## config.mk

```make
export PLATFORM = sky130hd
export DESIGN_NAME = ccff_loader_flat
export DESIGN_NICKNAME = d
export VERILOG_FILES = /design/src/rtl/ccff_loader_if.sv /design/src/rtl/ccff_loader.sv /design/src/flat_wrapper.sv
export SDC_FILE = /design/constraint.sdc
export NUM_CORES = 1
export LEC_CHECK = 0
export CORE_MARGIN = 2
export CORE_UTILIZATION = 42
export CTS_BUF_LIST = sky130_fd_sc_hd__clkbuf_8 sky130_fd_sc_hd__clkbuf_16
export CTS_CLUSTER_DIAMETER = 40
export DETAILED_ROUTE_END_ITERATION = 8
export DONT_BUFFER_PORTS = 1
export PLACE_DENSITY = 0.54
export SLEW_MARGIN = 0
export SYNTH_ARGS = -nofsm -noshare
export SYNTH_HDL_FRONTEND = slang
export SYNTH_SLANG_ARGS = --single-unit
```

## constraint.sdc

```tcl
create_clock -name prog_clk -period 2.57 [get_ports prog_clk]
set_clock_uncertainty 0.1 [all_clocks]
set_input_delay 0.514 -clock prog_clk [delete_from_list [all_inputs] [get_ports prog_clk]]
set_output_delay 0.514 -clock prog_clk [all_outputs]
set_load 0.05 [all_outputs]
```

## src/rtl/ccff_loader_if.sv

```systemverilog
// ---------------------------------------------------------------------------
// ccff_loader_if
// Byte streams between a bitstream source/sink and the configuration-chain
// loader.
//   in_data/in_valid/in_ready    : configuration bytes towards the loader
//   out_data/out_valid/out_ready : readback bytes from the loader
// Modports:
//   master : the environment side (drives in_*, consumes out_*)
//   slave  : the loader side
// ---------------------------------------------------------------------------
interface ccff_loader_if;
    logic [7:0] in_data;
    logic       in_valid;
    logic       in_ready;
    logic [7:0] out_data;
    logic       out_valid;
    logic       out_ready;

    modport master (
        output in_data, in_valid, out_ready,
        input  in_ready, out_data, out_valid
    );

    modport slave (
        input  in_data, in_valid, out_ready,
        output in_ready, out_data, out_valid
    );
endinterface

```

## src/rtl/ccff_loader.sv

```systemverilog
// ---------------------------------------------------------------------------
// ccff_loader
// Drives the head of the fabric configuration chain. LOAD serialises
// incoming bytes MSB-first into the chain, one bit per chain_en cycle.
// READ circulates ccff_tail back into ccff_head so that the configuration
// survives, and repacks the recovered bits into readback bytes.
//
// Ports:
//   prog_clk    configuration clock (rising edge)
//   reset       asynchronous, active-low
//   start_load  pulse, starts a load (accepted in IDLE/DONE/ERR)
//   start_read  pulse, starts a readback (start_load wins)
//   abort       forces ERR from LOAD/READ
//   bus         byte streams (ccff_loader_if.slave)
//   ccff_head   serial bit into the chain
//   ccff_tail   serial bit out of the chain
//   chain_en    chain shifts on the edge where this is high
//   busy        high in LOAD or READ
//   done        sticky completion flag
//   err         sticky abort flag
// ---------------------------------------------------------------------------
module ccff_loader #(
    parameter int CHAIN_LEN = 64,
    parameter int CNT_W     = $clog2(CHAIN_LEN + 1)
) (
    input  logic            prog_clk,
    input  logic            reset,
    input  logic            start_load,
    input  logic            start_read,
    input  logic            abort,
    ccff_loader_if.slave    bus,
    output logic            ccff_head,
    input  logic            ccff_tail,
    output logic            chain_en,
    output logic            busy,
    output logic            done,
    output logic            err
);

    typedef enum logic [2:0] {
        S_IDLE,
        S_LOAD,
        S_READ,
        S_DONE,
        S_ERR
    } state_t;

    localparam logic [CNT_W-1:0] LAST = CNT_W'(CHAIN_LEN);

    state_t           state_q, state_nxt;
    logic [7:0]       shreg_q, shreg_nxt;     // bits of the current load byte still to send
    logic [2:0]       rem_q, rem_nxt;         // how many bits remain in shreg_q
    logic [CNT_W-1:0] bitcnt_q, bitcnt_nxt;   // bits issued to the chain so far
    logic             head_q, head_nxt;
    logic             chain_en_q, chain_en_nxt;
    logic [7:0]       creg_q, creg_nxt;       // readback collection register
    logic [3:0]       ccnt_q, ccnt_nxt;       // bits collected into creg_q
    logic             cpend_q, cpend_nxt;     // creg_q holds a finished byte awaiting out_data
    logic [7:0]       odata_q, odata_nxt;
    logic             ovalid_q, ovalid_nxt;
    logic             done_q, done_nxt;
    logic             err_q, err_nxt;

    logic             chain_full;
    logic             in_ready_c;
    logic             in_fire;
    logic             out_fire;
    logic             slot_free;
    logic             blocked;
    logic [7:0]       captured;

    always_ff @(posedge prog_clk or negedge reset) begin
        if (!reset) begin
            state_q    <= S_IDLE;
            shreg_q    <= '0;
            rem_q      <= '0;
            bitcnt_q   <= '0;
            head_q     <= 1'b0;
            chain_en_q <= 1'b0;
            creg_q     <= '0;
            ccnt_q     <= '0;
            cpend_q    <= 1'b0;
            odata_q    <= '0;
            ovalid_q   <= 1'b0;
            done_q     <= 1'b0;
            err_q      <= 1'b0;
        end else begin
            state_q    <= state_nxt;
            shreg_q    <= shreg_nxt;
            rem_q      <= rem_nxt;
            bitcnt_q   <= bitcnt_nxt;
            head_q     <= head_nxt;
            chain_en_q <= chain_en_nxt;
            creg_q     <= creg_nxt;
            ccnt_q     <= ccnt_nxt;
            cpend_q    <= cpend_nxt;
            odata_q    <= odata_nxt;
            ovalid_q   <= ovalid_nxt;
            done_q     <= done_nxt;
            err_q      <= err_nxt;
        end
    end

    // Once the last bit has been issued no further byte may be taken, and an
    // abort in the same cycle must not consume the offered byte.
    assign chain_full = (bitcnt_q == LAST);
    assign in_ready_c = (state_q == S_LOAD) && (rem_q == 3'd0) && !chain_full && !abort;
    assign in_fire    = in_ready_c && bus.in_valid;
    assign out_fire   = ovalid_q && bus.out_ready;
    assign slot_free  = !ovalid_q || bus.out_ready;

    always_comb begin
        state_nxt    = state_q;
        shreg_nxt    = shreg_q;
        rem_nxt      = rem_q;
        bitcnt_nxt   = bitcnt_q;
        head_nxt     = 1'b0;
        chain_en_nxt = 1'b0;
        creg_nxt     = creg_q;
        ccnt_nxt     = ccnt_q;
        cpend_nxt    = cpend_q;
        odata_nxt    = odata_q;
        ovalid_nxt   = ovalid_q && !bus.out_ready;
        done_nxt     = done_q;
        err_nxt      = err_q;
        blocked      = 1'b0;
        // Tail bit placed MSB-first at the next free position; unfilled LSBs
        // stay zero, which pads a final partial byte.
        captured     = creg_q | ({7'd0, ccff_tail} << (3'd7 - ccnt_q[2:0]));

        case (state_q)
            S_IDLE, S_DONE, S_ERR: begin
                if (start_load) begin
                    state_nxt  = S_LOAD;
                    done_nxt   = 1'b0;
                    err_nxt    = 1'b0;
                    bitcnt_nxt = '0;
                    rem_nxt    = '0;
                    shreg_nxt  = '0;
                end else if (start_read) begin
                    // First shift is issued right away, so bitcnt starts at one.
                    state_nxt    = S_READ;
                    done_nxt     = 1'b0;
                    err_nxt      = 1'b0;
                    bitcnt_nxt   = CNT_W'(1);
                    chain_en_nxt = 1'b1;
                    creg_nxt     = '0;
                    ccnt_nxt     = '0;
                    cpend_nxt    = 1'b0;
                    ovalid_nxt   = 1'b0;
                end
            end

            S_LOAD: begin
                if (abort) begin
                    state_nxt = S_ERR;
                    err_nxt   = 1'b1;
                    rem_nxt   = '0;
                    shreg_nxt = '0;
                end else if (chain_full) begin
                    // The final bit is on the chain this cycle; any LSBs left
                    // in shreg_q are surplus and dropped.
                    state_nxt = S_DONE;
                    done_nxt  = 1'b1;
                    rem_nxt   = '0;
                    shreg_nxt = '0;
                end else if (in_fire) begin
                    head_nxt     = bus.in_data[7];
                    chain_en_nxt = 1'b1;
                    shreg_nxt    = {bus.in_data[6:0], 1'b0};
                    rem_nxt      = 3'd7;
                    bitcnt_nxt   = bitcnt_q + CNT_W'(1);
                end else if (rem_q != 3'd0) begin
                    head_nxt     = shreg_q[7];
                    chain_en_nxt = 1'b1;
                    shreg_nxt    = {shreg_q[6:0], 1'b0};
                    rem_nxt      = rem_q - 3'd1;
                    bitcnt_nxt   = bitcnt_q + CNT_W'(1);
                end
            end

            S_READ: begin
                if (abort) begin
                    state_nxt  = S_ERR;
                    err_nxt    = 1'b1;
                    ovalid_nxt = 1'b0;
                    cpend_nxt  = 1'b0;
                    ccnt_nxt   = '0;
                    creg_nxt   = '0;
                end else begin
                    if (chain_en_q) begin
                        // A tail bit is captured at this edge.
                        if ((ccnt_q == 4'd7) || chain_full) begin
                            if (slot_free) begin
                                odata_nxt  = captured;
                                ovalid_nxt = 1'b1;
                                creg_nxt   = '0;
                                ccnt_nxt   = '0;
                            end else begin
                                // Previous byte still unaccepted: park this one
                                // and hold the chain until out_data frees up.
                                creg_nxt  = captured;
                                ccnt_nxt  = ccnt_q + 4'd1;
                                cpend_nxt = 1'b1;
                                blocked   = 1'b1;
                            end
                        end else begin
                            creg_nxt = captured;
                            ccnt_nxt = ccnt_q + 4'd1;
                        end
                    end else if (cpend_q) begin
                        if (slot_free) begin
                            odata_nxt  = creg_q;
                            ovalid_nxt = 1'b1;
                            creg_nxt   = '0;
                            ccnt_nxt   = '0;
                            cpend_nxt  = 1'b0;
                        end else begin
                            blocked = 1'b1;
                        end
                    end else if (chain_full && out_fire) begin
                        state_nxt = S_DONE;
                        done_nxt  = 1'b1;
                    end

                    if (!chain_full && !blocked) begin
                        chain_en_nxt = 1'b1;
                        bitcnt_nxt   = bitcnt_q + CNT_W'(1);
                    end
                end
            end

            default: begin
                state_nxt = S_IDLE;
            end
        endcase
    end

    // In READ the head must be a pure wire from the tail: a registered head
    // would add a stage to the loop and rotate the configuration by one.
    assign ccff_head     = ((state_q == S_READ) && chain_en_q) ? ccff_tail : head_q;
    assign chain_en      = chain_en_q;
    assign busy          = (state_q == S_LOAD) || (state_q == S_READ);
    assign done          = done_q;
    assign err           = err_q;
    assign bus.in_ready  = in_ready_c;
    assign bus.out_data  = odata_q;
    assign bus.out_valid = ovalid_q;

endmodule

```

## src/flat_wrapper.sv

```systemverilog
// flat-port wrapper written by rule: the top's interface ports become plain ports
module ccff_loader_flat 
#(
    parameter int CHAIN_LEN = 64,
    parameter int CNT_W     = $clog2(CHAIN_LEN + 1)
)
  (prog_clk, reset, start_load, start_read, abort, ccff_head, ccff_tail, chain_en, busy, done, err, bus_in_data, bus_in_valid, bus_out_ready, bus_in_ready, bus_out_data, bus_out_valid);
  ccff_loader_if bus_i ();
  input  logic prog_clk;
  input  logic reset;
  input  logic start_load;
  input  logic start_read;
  input  logic abort;
  output logic ccff_head;
  input  logic ccff_tail;
  output logic chain_en;
  output logic busy;
  output logic done;
  output logic err;
  input wire logic [$bits(bus_i.in_data)-1:0] bus_in_data;
  input wire logic [$bits(bus_i.in_valid)-1:0] bus_in_valid;
  input wire logic [$bits(bus_i.out_ready)-1:0] bus_out_ready;
  output wire logic [$bits(bus_i.in_ready)-1:0] bus_in_ready;
  output wire logic [$bits(bus_i.out_data)-1:0] bus_out_data;
  output wire logic [$bits(bus_i.out_valid)-1:0] bus_out_valid;
  assign bus_i.in_data = bus_in_data;
  assign bus_i.in_valid = bus_in_valid;
  assign bus_i.out_ready = bus_out_ready;
  assign bus_in_ready = bus_i.in_ready;
  assign bus_out_data = bus_i.out_data;
  assign bus_out_valid = bus_i.out_valid;
  ccff_loader #(.CHAIN_LEN(CHAIN_LEN), .CNT_W(CNT_W)) u_core (.prog_clk(prog_clk), .reset(reset), .start_load(start_load), .start_read(start_read), .abort(abort), .bus(bus_i), .ccff_head(ccff_head), .ccff_tail(ccff_tail), .chain_en(chain_en), .busy(busy), .done(done), .err(err));
endmodule
```

==> metrics.yaml <==
run_status:
  status: "finished, final reports clean"
sta:
  fin_crit_ns: 2.46
  final.setup.tns_ns: 0
  drv_slew: 0
  setup_ws_ns: 0.112
  fmax_ghz: 0.407
  relSlewSlack: 0.378
  worst_pin_slew_ns: 0.934
  fin_crit_sh: 0.956
  setup_violations: 0
  finalHoldViolCount: 0
  holdWs_ns: 0.242
power:
  pwr-share-comb: 0.405
  p_seq_frac: 0.450
  peakVddDrop_v: 0.000435
  p_leak_nw: 1.33
  power.density_mw_per_mm2: 1070
  p_switching_mw: 1.49
  intPower_mw: 1.57
  swShare: 0.488
  clkPwrFrac: 0.146
floorplan:
  die_height_um: 83.2
  initial_utilization: 0.440
  coreArea_mm2: 0.00599
  rows: 28
  dieArea_mm2: 0.00693
  chipWidth_um: 83.2
  ios: 31
logic_synthesis:
  synth-edff-count: 0
  synth.top_cell.area_share: 0.437
  ys_async_sr_fraction: 1.00
  synth_seq_cells: 46
  synth_ff_type: "dfrtp_1"
  avgSynthCellArea_um2: 9.19
  yosys.area.top_type: "dfrtp_1"
  synth.area.top_cells: "dfrtp_1, a31oi_1, o21ai_0"
  seq_area_frac_synth: 0.437
  ys_warn_count: 0
  ys_types: 49
  syn_inst: 287
  syn_area_mm2: 0.00264
  synth.net_count: 308
  synth_commonest_cells: "dfrtp_1, nor2_1, o21ai_0"
  synth.most_common_cell: "dfrtp_1"
drt:
  drt-vias-per-instance: 5.56
  final_antenna_net_count: 0
  routed_wirelength_um: 5800
  drt_pass1_iterations: 4
  vias: 2036
  post_drt_wl_per_cell_um: 15.9
  route.detailed.drc: 0
  drtIter0Drc: 148
setup_path:
  crit-reg2reg-launch: "u_core.state_q[1]"
  critPathMaxFanout: 12
  critPathCapture: "bus_in_ready"
  r2r_cells: 5
  crit_path_start: "u_core.state_q[1]"
  worst-r2r-setup-slack_ns: 0.21
  cpLargestDelayFamily: "simple AND/OR/NAND/NOR gates"
  crit_buf_inv: 1
  cp.depth: 4
  worstPathRequired_ns: 1.96
  end_kind: "output port"
  cp-start-kind: "register"
  timing_worst_setup_path_type: "reg -> out"
  arrival_ns: 1.84
  cp_cell_sequence: "nor4b_1 > o21ai_2 > nor2_2 > buf_4"
  max_stage_delay_ns: 0.55
  critPathSlowestCell: "dfrtp_1"
  worstReg2RegEnd: "u_core.bitcnt_q[3]"
clock_tree:
  root_buffer: "clkbuf_8"
  path_clk_slew_ns: 0.08
  cts_max_level: 2
  clock-sinks: 46
  cts_buffer_depth: 2
  cts_made_buffers: 5
  cts_tree: "yes"
  clk_latency_ns: 0.30
  post_cts_buffers: 0
hold_path:
  hold_class: "in -> reg"
global_route:
  grt_pass1_wl_um: 10100
  grt_pass1_vias: 2033
  grt_max_degree: 47
  grt_usage: 0.177
  antenna_found_initial: 0
  overflow: 0
layout:
  synthToLayoutAreaGrowth_pct: 8.78
  final_nets: 311
  n_fill_cell: 567
  register_area_mm2: 0.00115
  multi_input_area_mm2: 0.00136
  n_antenna_cell: 0
  fin_util: 0.479
  drive_above_1_share: 0.120
placement:
  io_buffer_count: 0
  pre_cts_slack_ns: 0.191
  gp_congestion: 0.743
  hpwl_um: 4130
job:
  drv_cap: 0
[area by class of cell]
| type | instances | share of cell area |
|---|---|---|
| multi-input cells | 208 | 0.474 |
| flip-flops and latches | 46 | 0.402 |
| repair buffers | 12 | 0.0393 |
| well taps | 75 | 0.0327 |
| clock buffers | 5 | 0.0240 |
| inverters | 17 | 0.0223 |
| clock inverters | 3 | 0.00611 |
[cells by family (layout without fill, tap and decap cells)]
logic type / after synthesis / count (layout) / share of synthesized area
compound gates: 89 / 89 / 0.232
buf+inv: 33 / 37 / 0.0551
simple gates: 103 / 103 / 0.211
fa+ha+maj: 5 / 5 / 0.0237
mux: 10 / 10 / 0.0384
flops: 46 / 46 / 0.437
xor+xnor: 1 / 1 / 0.00332
[layer usage]
metal  vias up  share of wire  global-route usage
met1       971           0.49               0.253
met3         7          0.040              0.0427
met5         -              0                   0
li1       1025              -                   -
met4         0          0.011              0.0492
met2        33           0.46               0.266
[power groups by stage]
stage | logic [mW] | clock network (mW) | registers, mW
after global routing | 1.40 | 0.492 | 1.41
after CTS | 1.24 | 0.451 | 1.37
after global placement | 1.21 | 0 | 1.38
final | 1.24 | 0.446 | 1.38
after detailed placement | 1.21 | 0 | 1.39
after floorplan | 1.03 | 0 | 1.31
[what timing repair did]
item | in CTS | in global routing
endpoints found under the setup margin | 0 | 4
resized for setup | 0 | 4
hold endpoints to repair | 46 | 0
hold buffers | 2 | 0
[cell usage in the layout (no fill, tap or decap), types with 2 or more instances in the layout]
cell type   n
o32ai_4     2
nor2b_1     8
o31ai_4     2
nand2b_1   10
and2_1      7
a21oi_1    19
nor2_1     25
a31oi_1    20
mux2i_1     9
inv_1      18
a22o_1      3
o21ai_1     4
clkbuf_8    5
or2_1       3
o22ai_1     3
buf_4      10
ha_1        5
dfrtp_1    45
nand3_1     4
and3_1     11
o21ai_0    25
nand2_1    21
[per-stage QoR]
| step | power [mW] | instances | area [µm²] |
|---|---|---|---|
| 2_1_floorplan | 2.34 | 287 | 2640 |
| 3_3_place_gp | 2.60 | 356 | 2730 |
| 3_5_place_dp | 2.60 | 356 | 2730 |
| 4_1_cts | 3.06 | 366 | 2850 |
| 5_1_grt | 3.30 | 366 | 2870 |
| 6_report | 3.06 | 366 | 2870 |
[flip-flops by register name, indices dropped and copies added, names as in the netlist]
register              flops
u_core.bus.out_data       8
u_core.creg_q             8
u_core.bitcnt_q           7
u_core.shreg_q            7
u_core.ccnt_q             4
u_core.rem_q              3
u_core.state_q            3
u_core.bus.out_valid      1
u_core.chain_en           1
u_core.cpend_q            1
u_core.done               1
u_core.err                1
u_core.head_q             1
[worst register-to-register path: cells and delay by family (launching register included)]
family	cells	cell delay, ns
compound gates	2	0.29
simple gates	3	1.31
flops	1	0.55
[worst min-delay path by stage]
stage,from,endpoint,cells after the start
2_1_floorplan,reset,u_core.bitcnt_q[0],0
3_3_place_gp,reset,u_core.rem_q[0],0
5_1_grt,bus_in_valid,u_core.shreg_q[1],2
3_5_place_dp,reset,u_core.rem_q[1],0
4_1_cts,abort,u_core.state_q[2],2
6_report,abort,u_core.state_q[2],2
No activity file was read; power rests on OpenSTA's default activity.
